<file path="src/rtl/alsu_drv_pkg.sv">
// Shared types for the ALSU command driver: opcode encoding, command and
// response records, the idle (NOP) drive value and the invalid-command test.
package alsu_drv_pkg;

    typedef enum logic [2:0] {
        OP_AND    = 3'd0,
        OP_OR     = 3'd1,
        OP_ADD    = 3'd2,
        OP_MULT   = 3'd3,
        OP_SHIFT  = 3'd4,
        OP_ROTATE = 3'd5,
        OP_INV6   = 3'd6,
        OP_INV7   = 3'd7
    } opcode_e;

    typedef struct packed {
        opcode_e           opcode;
        logic signed [2:0] a;
        logic signed [2:0] b;
        logic              cin;
        logic              serial_in;
        logic              red_op_a;
        logic              red_op_b;
        logic              bypass_a;
        logic              bypass_b;
        logic              direction;
    } alsu_cmd_t;

    typedef struct packed {
        logic signed [5:0] out;
        logic [15:0]       leds;
        logic              invalid;
    } alsu_rsp_t;

    // Bypassing a zero A operand forces the ALSU result to 0 between commands.
    localparam alsu_cmd_t NOP_CMD = '{
        opcode: OP_AND, a: 3'sd0, b: 3'sd0, cin: 1'b0, serial_in: 1'b0,
        red_op_a: 1'b0, red_op_b: 1'b0, bypass_a: 1'b1, bypass_b: 1'b0,
        direction: 1'b0
    };

    function automatic logic cmd_invalid(input alsu_cmd_t c);
        return (c.opcode == OP_INV6) || (c.opcode == OP_INV7) ||
               ((c.red_op_a || c.red_op_b) && (c.opcode > OP_OR));
    endfunction

endpackage

</file>
<file path="src/rtl/alsu_drv_rsp_fifo.sv">
// Synchronous response FIFO; the head reads as zero while empty so the
// response fields stay quiet when nothing is valid.
module alsu_drv_rsp_fifo
    import alsu_drv_pkg::*;
#(
    parameter int DEPTH = 4
) (
    input  logic                   clk,
    input  logic                   rst,
    input  logic                   push,
    input  alsu_rsp_t              wr_data,
    input  logic                   pop,
    output alsu_rsp_t              rd_data,
    output logic [$clog2(DEPTH):0] count
);
    localparam int AW = $clog2(DEPTH);

    alsu_rsp_t         mem [DEPTH];
    logic [AW-1:0]     wr_ptr;
    logic [AW-1:0]     rd_ptr;

    always_ff @(posedge clk) begin
        if (push) mem[wr_ptr] <= wr_data;
    end

    always_ff @(posedge clk) begin
        if (rst) begin
            wr_ptr <= '0;
            rd_ptr <= '0;
            count  <= '0;
        end else begin
            if (push) wr_ptr <= wr_ptr + 1'b1;
            if (pop)  rd_ptr <= rd_ptr + 1'b1;
            case ({push, pop})
                2'b10:   count <= count + 1'b1;
                2'b01:   count <= count - 1'b1;
                default: count <= count;
            endcase
        end
    end

    assign rd_data = (count != '0) ? mem[rd_ptr] : '0;

endmodule

</file>
<file path="src/rtl/alsu_driver.sv">
// Command-side initiator for the ALSU with credit-based response tracking.
// Define ALSU_DRIVER_STATS_EN to add saturating command/invalid counters.
module alsu_driver
    import alsu_drv_pkg::*;
#(
    parameter int ALSU_LAT  = 2,
    parameter int RSP_DEPTH = 4
) (
    input  logic              clk,
    input  logic              rst,
    input  logic              cmd_valid,
    output logic              cmd_ready,
    input  logic [2:0]        cmd_opcode,
    input  logic signed [2:0] cmd_a,
    input  logic signed [2:0] cmd_b,
    input  logic              cmd_cin,
    input  logic              cmd_serial_in,
    input  logic              cmd_red_op_a,
    input  logic              cmd_red_op_b,
    input  logic              cmd_bypass_a,
    input  logic              cmd_bypass_b,
    input  logic              cmd_direction,
    output logic signed [2:0] A,
    output logic signed [2:0] B,
    output logic [2:0]        opcode,
    output logic              cin,
    output logic              serial_in,
    output logic              red_op_A,
    output logic              red_op_B,
    output logic              bypass_A,
    output logic              bypass_B,
    output logic              direction,
    input  logic signed [5:0] out,
    input  logic [15:0]       leds,
    output logic              rsp_valid,
    input  logic              rsp_ready,
    output logic signed [5:0] rsp_out,
    output logic [15:0]       rsp_leds,
    output logic              rsp_invalid
`ifdef ALSU_DRIVER_STATS_EN
    ,
    output logic [15:0]       stat_cmd_cnt,
    output logic [15:0]       stat_inv_cnt
`endif
);
    localparam int FCW = $clog2(RSP_DEPTH) + 1;
    localparam int CW  = $clog2(RSP_DEPTH + ALSU_LAT + 2);

    alsu_cmd_t       cmd;
    alsu_cmd_t       drv;
    logic            accept;
    logic            cmd_inv;
    logic [ALSU_LAT:0] vld_pipe;
    logic [ALSU_LAT:0] inv_pipe;
    logic [CW-1:0]   inflight;
    logic [FCW-1:0]  fifo_count;
    alsu_rsp_t       push_rsp;
    alsu_rsp_t       head;
    logic            pop;

    assign cmd = '{
        opcode: opcode_e'(cmd_opcode), a: cmd_a, b: cmd_b, cin: cmd_cin,
        serial_in: cmd_serial_in, red_op_a: cmd_red_op_a,
        red_op_b: cmd_red_op_b, bypass_a: cmd_bypass_a,
        bypass_b: cmd_bypass_b, direction: cmd_direction
    };
    assign cmd_inv = cmd_invalid(cmd);

    always_comb begin
        inflight = '0;
        for (int i = 0; i <= ALSU_LAT; i++) inflight = inflight + CW'(vld_pipe[i]);
    end

    // Every in-flight command already owns a FIFO slot, so a push never overflows.
    assign cmd_ready = !rst &&
        ((CW+1)'(inflight) + (CW+1)'(fifo_count) < (CW+1)'(RSP_DEPTH));
    assign accept = cmd_valid && cmd_ready;

    always_ff @(posedge clk) begin
        if (rst || !accept) drv <= NOP_CMD;
        else                drv <= cmd;
    end

    always_ff @(posedge clk) begin
        if (rst) begin
            vld_pipe <= '0;
            inv_pipe <= '0;
        end else begin
            vld_pipe <= {vld_pipe[ALSU_LAT-1:0], accept};
            inv_pipe <= {inv_pipe[ALSU_LAT-1:0], accept && cmd_inv};
        end
    end

    assign push_rsp = '{out: out, leds: leds, invalid: inv_pipe[ALSU_LAT]};
    assign pop      = rsp_valid && rsp_ready;

    alsu_drv_rsp_fifo #(.DEPTH(RSP_DEPTH)) u_fifo (
        .clk     (clk),
        .rst     (rst),
        .push    (vld_pipe[ALSU_LAT]),
        .wr_data (push_rsp),
        .pop     (pop),
        .rd_data (head),
        .count   (fifo_count)
    );

    assign rsp_valid   = (fifo_count != '0);
    assign rsp_out     = head.out;
    assign rsp_leds    = head.leds;
    assign rsp_invalid = head.invalid;

    assign A         = drv.a;
    assign B         = drv.b;
    assign opcode    = drv.opcode;
    assign cin       = drv.cin;
    assign serial_in = drv.serial_in;
    assign red_op_A  = drv.red_op_a;
    assign red_op_B  = drv.red_op_b;
    assign bypass_A  = drv.bypass_a;
    assign bypass_B  = drv.bypass_b;
    assign direction = drv.direction;

`ifdef ALSU_DRIVER_STATS_EN
    always_ff @(posedge clk) begin
        if (rst) begin
            stat_cmd_cnt <= '0;
            stat_inv_cnt <= '0;
        end else if (accept) begin
            if (stat_cmd_cnt != 16'hFFFF) stat_cmd_cnt <= stat_cmd_cnt + 16'd1;
            if (cmd_inv && stat_inv_cnt != 16'hFFFF) stat_inv_cnt <= stat_inv_cnt + 16'd1;
        end
    end
`endif

endmodule

</file>
<file path="config.mk">
export PLATFORM = sky130hd
export DESIGN_NAME = alsu_driver
export DESIGN_NICKNAME = d
export VERILOG_FILES = /design/src/rtl/alsu_drv_pkg.sv /design/src/rtl/alsu_drv_rsp_fifo.sv /design/src/rtl/alsu_driver.sv
export SDC_FILE = /design/constraint.sdc
export NUM_CORES = 1
export LEC_CHECK = 0
export ABC_AREA = 1
export BUFFER_PORTS_ARGS = -buffer_cell sky130_fd_sc_hd__buf_2
export CAP_MARGIN = 20
export CELL_PAD_IN_SITES_DETAIL_PLACEMENT = 0
export CELL_PAD_IN_SITES_GLOBAL_PLACEMENT = 1
export CORE_MARGIN = 2
export CORE_UTILIZATION = 44
export CTS_CLUSTER_SIZE = 20
export DETAILED_ROUTE_END_ITERATION = 6
export PLACE_DENSITY = 0.85
export SLEW_MARGIN = 30
export SYNTH_ARGS = -nofsm -noshare
export SYNTH_HDL_FRONTEND = slang
export SYNTH_HIERARCHICAL = 1
export SYNTH_SLANG_ARGS = --single-unit
export TNS_END_PERCENT = 1
</file>
<file path="constraint.sdc">
create_clock -name clk -period 2.45 [get_ports clk]
set_input_delay 0.49 -clock clk [delete_from_list [all_inputs] [get_ports clk]]
set_output_delay 0.49 -clock clk [all_outputs]
set_load 0.005 [all_outputs]
</file>
==> results of run 1 <==
==> per-layer routing <==
| layer | share of wire, % | vias up |
|---|---|---|
| met5 | 0.15 | - |
| met2 | 51 | 98 |
| li1 | - | 1618 |
| met4 | 0.84 | 2 |
| met1 | 42 | 1445 |
| met3 | 6.3 | 8 |
==> worst max path at each step <==
stage / start / to / slack [ns] / cells past startpoint
final: vld_pipe[0] / cmd_ready / 0.05 / 7
after global routing: vld_pipe[0] / cmd_ready / -0.07 / 7
after CTS: flop / rsp_out[5] / 0.006 / 6
after detailed placement: u_fifo/count[0] / cmd_ready / 0.40 / 7
after global placement: u_fifo/count[0] / cmd_ready / 0.44 / 7
after floorplan: u_fifo/count[0] / cmd_ready / 0.62 / 6
==> synth_stat cells <==
cell	count
a21boi_0	2
a21oi_1	28
and2_2	1
buf_12	1
buf_2	6
buf_6	5
clkbuf_1	2
clkbuf_2	2
dfxtp_1	31
edfxtp_1	92
fa_1	2
ha_1	6
inv_1	41
inv_2	3
nand2_1	105
nand2_2	1
nand3_1	2
nand3_4	1
nand4_1	2
nor2_1	61
nor2_4	10
nor3_2	1
o21ai_0	12
o21ai_1	17
==> flip-flops by register name (all words and copies together) (netlist names), named ones only <==
register and cells:
vld_pipe 3, cin 1, bypass_A 1, serial_in 1, direction 1, inv_pipe 3
u_fifo/wr_ptr 2, opcode 3, u_fifo/mem 92, B 3, u_fifo/count 3, A 3
u_fifo/rd_ptr 2, red_op_B 1, red_op_A 1, bypass_B 1
==> area by class of cell <==
type	count	area (sq um)
tap	140	175
fill	902	4740
sequential	123	3390
timing repair buffer	93	512
multi-input combinational	251	1240
clock buffer	18	418
antenna	1	2.50
clock inverter	14	196
inverter	44	166
==> through the flow <==
stage          cells  cell area [sq um]  utilization (%)  power (mW)
3_5_place_dp     649               5440             50.1        3.34
3_3_place_gp     649               5440             50.1        3.32
4_1_cts          682               6060             55.9        5.88
2_1_floorplan    434               4890                -        2.99
5_1_grt          684               6100             56.2        6.10
6_report         684               6100             56.2        5.83
==> repair_timing <==
action | CTS | global route
pin swaps | 0 | 1
gates resized for setup | 2 | 7
buffers inserted | 1 | 1
hold endpoints to repair | 0 | 0
setup endpoints to repair | 1 | 7
==> kinds of logic (layout without fill, tap and decap cells) <==
family,after synthesis,after routing,synth area share (%)
compound gates,59,59,6.14
simple gates,184,184,16.4
other cells,0,1,0
buf+inv,60,169,5.91
fa+ha+maj,8,8,2.36
flops,123,123,69.2
==> placed cells by master, fill, tap and decap left out, drive strengths merged, types with 2 or more instances in the layout <==
cell type and instances:
nand3 3, o21ai 29, nand4 2, inv 44, clkinvlp 2, clkbuf 19, nand2 106, dfxtp 31
nor2 71, ha 6, buf 92, edfxtp 92, bufinv 4, a21oi 28, clkinv 8, fa 2
a21boi 2
==> power groups by stage <==
stage          clock [mW]  sequential [mW]  combinational, mW
2_1_floorplan           0             2.37              0.620
6_report             2.51             2.34              0.989
5_1_grt              2.64             2.34               1.12
3_3_place_gp            0             2.38              0.943
3_5_place_dp            0             2.38              0.963
4_1_cts              2.56             2.33              0.988
==> impl_metrics.tcl, run 1 <==
set metrics [dict create \
    avgSynthCellArea_sq_um 11.3 \
    hold_end "u_fifo/mem[2][17]" \
    fp.dieW_um 109 \
    synth_area_leaders "edfxtp_1 57%, dfxtp_1 13%, nand2_1 8.1%, nor2_1 4.7%, inv_1 3.1%" \
    finalWirelength_um 8900 \
    portBuffers 82 \
    cp.required_ns 1.96 \
    powerDensity_mw_per_mm2 957 \
    globalRouteMet3Util_pct 4.56 \
    timing.rr.start "u_fifo/count[1]" \
    drc 0 \
    dr.pass1.iters 4 \
    path_max_fanout 3 \
    p_seq_share_pct 40.1 \
    cts_max_path_buffers 2 \
    dieArea_sq_mm 0.0120 \
    startpoint_type "flop" \
    routabilityCongestion 0.744 \
    cts_tree "built" \
    grt_use_total_pct 15.7 \
    nets 580 \
    core_sq_mm 0.0108 \
    cts_hold_buf 0 \
    drive_above_1_share_pct 26.9 \
    holdPathStages 1 \
    rr_worst_depth 9 \
    skew_ns 0.0104 \
    grt_pass1_wl_um 14000 \
    initial_core_util_pct 45.1 \
    drv_slew 0 \
    finalSetupViolCount 0 \
    period_needed_ns 2.40 \
    crit_type "flop to primary output" \
    relSlewSlack_pct 69.7 \
    whs_ns 0.208 \
    clock_latency_ns 0.49 \
    worstHoldStart "out[0]" \
    synth_area_leader_cell "edfxtp_1" \
    peakVddDrop_mv 0.553 \
    cts_sinks 123 \
    avgRoutedWirePerCell_um 13.0 \
    busiest_layer "met2" \
    setup-tns-final_ns 0 \
    synth_cell_types 24 \
    drtIter0Drc 113 \
    p_leak_nw 2.62 \
    die_h_um 109 \
    yosysTopAreaCellShare_pct 56.5 \
    switching_share_pct 25.9 \
    power_frac_comb_pct 16.9 \
    syn_nets 484 \
    worst_pin_slew_ns 0.454 \
    path_cells "inv_2 > fa_1 > inv_1 > ha_4 > nand3_2 > and2_4 > buf_2" \
    clk_pin_slew_ns 0.06 \
    htree_levels 4 \
    grt_max_degree 47 \
    met2_usage_pct 28.0 \
    grt_antenna_before_repair 2 \
    fmax_mhz 416 \
    ys_warn_count 6 \
    p_int_mw 4.32 \
    cpMaxStageDelayCell "fa_1" \
    cp_slowest_stage_delay_ns 0.42 \
    clockPowerShare_pct 43.0 \
    switchingPower_mw 1.51 \
    fin_crit_sh_pct 98.2 \
    outcome "completed" \
    cp_top_family "adder cells" \
    cts_buffers 17 \
    first_global_vias 3162 \
    io_pins 83 \
    fin_ws_ns 0.0451 \
    reg2reg_slack_ns 0.41 \
    cap_violations 0 \
    synthesis.area_sq_mm 0.00489 \
    grt-ovfl-total 0 \
    critPathCaptureType "primary output" \
    dpl_worst_slack_ns 0.401 \
    via_per_inst 4.64 \
    dp_hpwl_um 5500 \
    syn_to_final_growth_pct 24.8 \
    row_count 38 \
    synth_cells 434 \
    crit_buf_inv 3 \
    crit_arrival_ns 1.91 \
    r2r-end "u_fifo/count[2]" \
    min-delay-path-class "input pin to flop" \
    ys_seq_area_share_pct 69.2 \
    hold_viol 0 \
    yosys_register_bits 123 \
    ant_nets 0 \
    num_vias 3171 \
    grt_util_met1_pct 16.9 \
    rsz0062_at_grt "yes" \
    cts_root_buf "clkbuf_8" \
]
Power figures use the tool's default switching activity.
==> run 2, diff against run 1 <==
- CORE_MARGIN: 2 -> 5
- CORE_UTILIZATION: 44 -> 47
- PLACE_DENSITY: 0.85 -> 0.9
- SLEW_MARGIN: 30 -> 10
- clock period: 2.45 -> 3 ns (I/O delays scaled with it)
==> impl_metrics.tcl, run 2 (same netlist as run 1, synthesis figures left out) <==
set metrics [dict create \
    outcome "completed" \
    drive_above_1_share_pct 25.3 \
    path_cells "inv_1 > fa_1 > inv_1 > ha_1 > nand3_1 > and2_2 > buf_2" \
    relSlewSlack_pct 45.9 \
    setup-tns-final_ns 0 \
    drv_slew 0 \
    die_h_um 112 \
    cts_sinks 123 \
    grt_max_degree 47 \
    rsz0062_at_grt "no" \
    initial_core_util_pct 47.8 \
    cp.required_ns 2.40 \
    hold_end "bypass_A" \
    row_count 37 \
    cp_top_family "adder cells" \
    crit_start "u_fifo/count[0]" \
    drtIter0Drc 120 \
    ant_nets 0 \
    post_cts_buffers 0 \
    final_cell_area_sq_mm 0.00601 \
    cap_violations 0 \
    grt_pass1_wl_um 15200 \
    clk_pin_slew_ns 0.06 \
    via_per_inst 4.72 \
    portBuffers 82 \
    finalSetupViolCount 0 \
    wl_met1_um 3750 \
    fmax_mhz 378 \
    drc 0 \
    holdPathStages 3 \
    critPathCaptureType "primary output" \
    routabilityCongestion 0.749 \
    dpl-instance-area_sq_mm 0.00540 \
    cts_tree "built" \
    crit_type "flop to primary output" \
    crit_arrival_ns 2.05 \
    largest_register_ffs 92 \
    post_cts_resized 0 \
    top_register "u_fifo/mem" \
    min-delay-path-class "input pin to flop" \
    cpMaxStageDelayCell "dfxtp_1" \
    clock_latency_ns 0.50 \
    first_global_vias 3317 \
    cts_root_buf "clkbuf_8" \
    rr_worst_depth 11 \
    worst_pin_slew_ns 0.810 \
    grt_antenna_before_repair 1 \
    whs_ns 0.310 \
    wl_met3_um 668 \
    num_vias 3184 \
    timing.rr.start "u_fifo/count[2]" \
    routed.top_layer "met5" \
    htree_levels 4 \
    dieArea_sq_mm 0.0125 \
    crit_buf_inv 3 \
    r2r-end "u_fifo/count[2]" \
    peakVddDrop_mv 0.592 \
    dr.pass1.iters 4 \
    n_antenna_cell 0 \
    critPathMostFrequentCell "inv_1" \
    grt_use_total_pct 15.4 \
    layout_common_cells "105 x nand2_1, 92 x edfxtp_1, 82 x buf_2, 61 x nor2_1, 41 x inv_1" \
    fin_util_pct 58.7 \
    finalWirelength_um 9130 \
    period_needed_ns 2.65 \
    fin_crit_sh_pct 88.3 \
    grt-ovfl-total 0 \
    skew_ns 0.00722 \
    powerDensity_mw_per_mm2 787 \
    worstHoldStart "cmd_bypass_a" \
    core_sq_mm 0.0102 \
    syn_to_final_growth_pct 22.9 \
    nets 575 \
    startpoint_type "flop" \
    dp_hpwl_um 5580 \
    fp.dieW_um 112 \
    cts_hold_buf 0 \
    hold_viol 0 \
    reg2reg_slack_ns 1.03 \
    cts_buffers 17 \
    cts_max_path_buffers 2 \
    path_max_fanout 3 \
    avgRoutedWirePerCell_um 13.5 \
    total_power_mw 4.73 \
    cp_slowest_stage_delay_ns 0.39 \
    wl_met2_um 4670 \
    p_leak_nw 2.60 \
    io_pins 83 \
    final_common_cell "nand2_1" \
]
## run 2: cell type report
class / instances / area [sq um]
sequential: 123 / 3380
inverter: 44 / 165
fill: 847 / 4220
timing repair buffer: 88 / 455
tap: 136 / 170
clock inverter: 14 / 194
multi-input combinational: 251 / 1220
clock buffer: 18 / 418
## run 2: layer usage
metal  GRT usage, %  up-vias
met5              0        -
met4           4.25        2
met3           6.25        6
met2           27.7       83
met1           16.7     1484
li1               -     1609
## run 2: how the worst max path moves through the flow
stage	end	slack, ns	depth (start not counted)
4_1_cts	cmd_ready	0.32	7
6_report	cmd_ready	0.35	7
2_1_floorplan	cmd_ready	1.06	6
3_3_place_gp	cmd_ready	0.87	7
5_1_grt	cmd_ready	0.18	7
3_5_place_dp	cmd_ready	0.87	7
## run 2: through the flow
step,worst slack [ns],instances
final,0.351,674
after global routing,0.184,674
after global placement,0.874,642
after CTS,0.317,674
after floorplan,1.06,434
after detailed placement,0.870,642
## run 2: power breakdown
group          internal (mW)  switching [mW]
logic                  0.270           0.497
clock network           1.35           0.700
registers               1.88          0.0299
## run 2: tightest hold or removal path, delay by kind of cell
kind / cells / cell delay [ns]
buffers and inverters: 2 / 0.10
and+or+nand+nor: 1 / 0.07
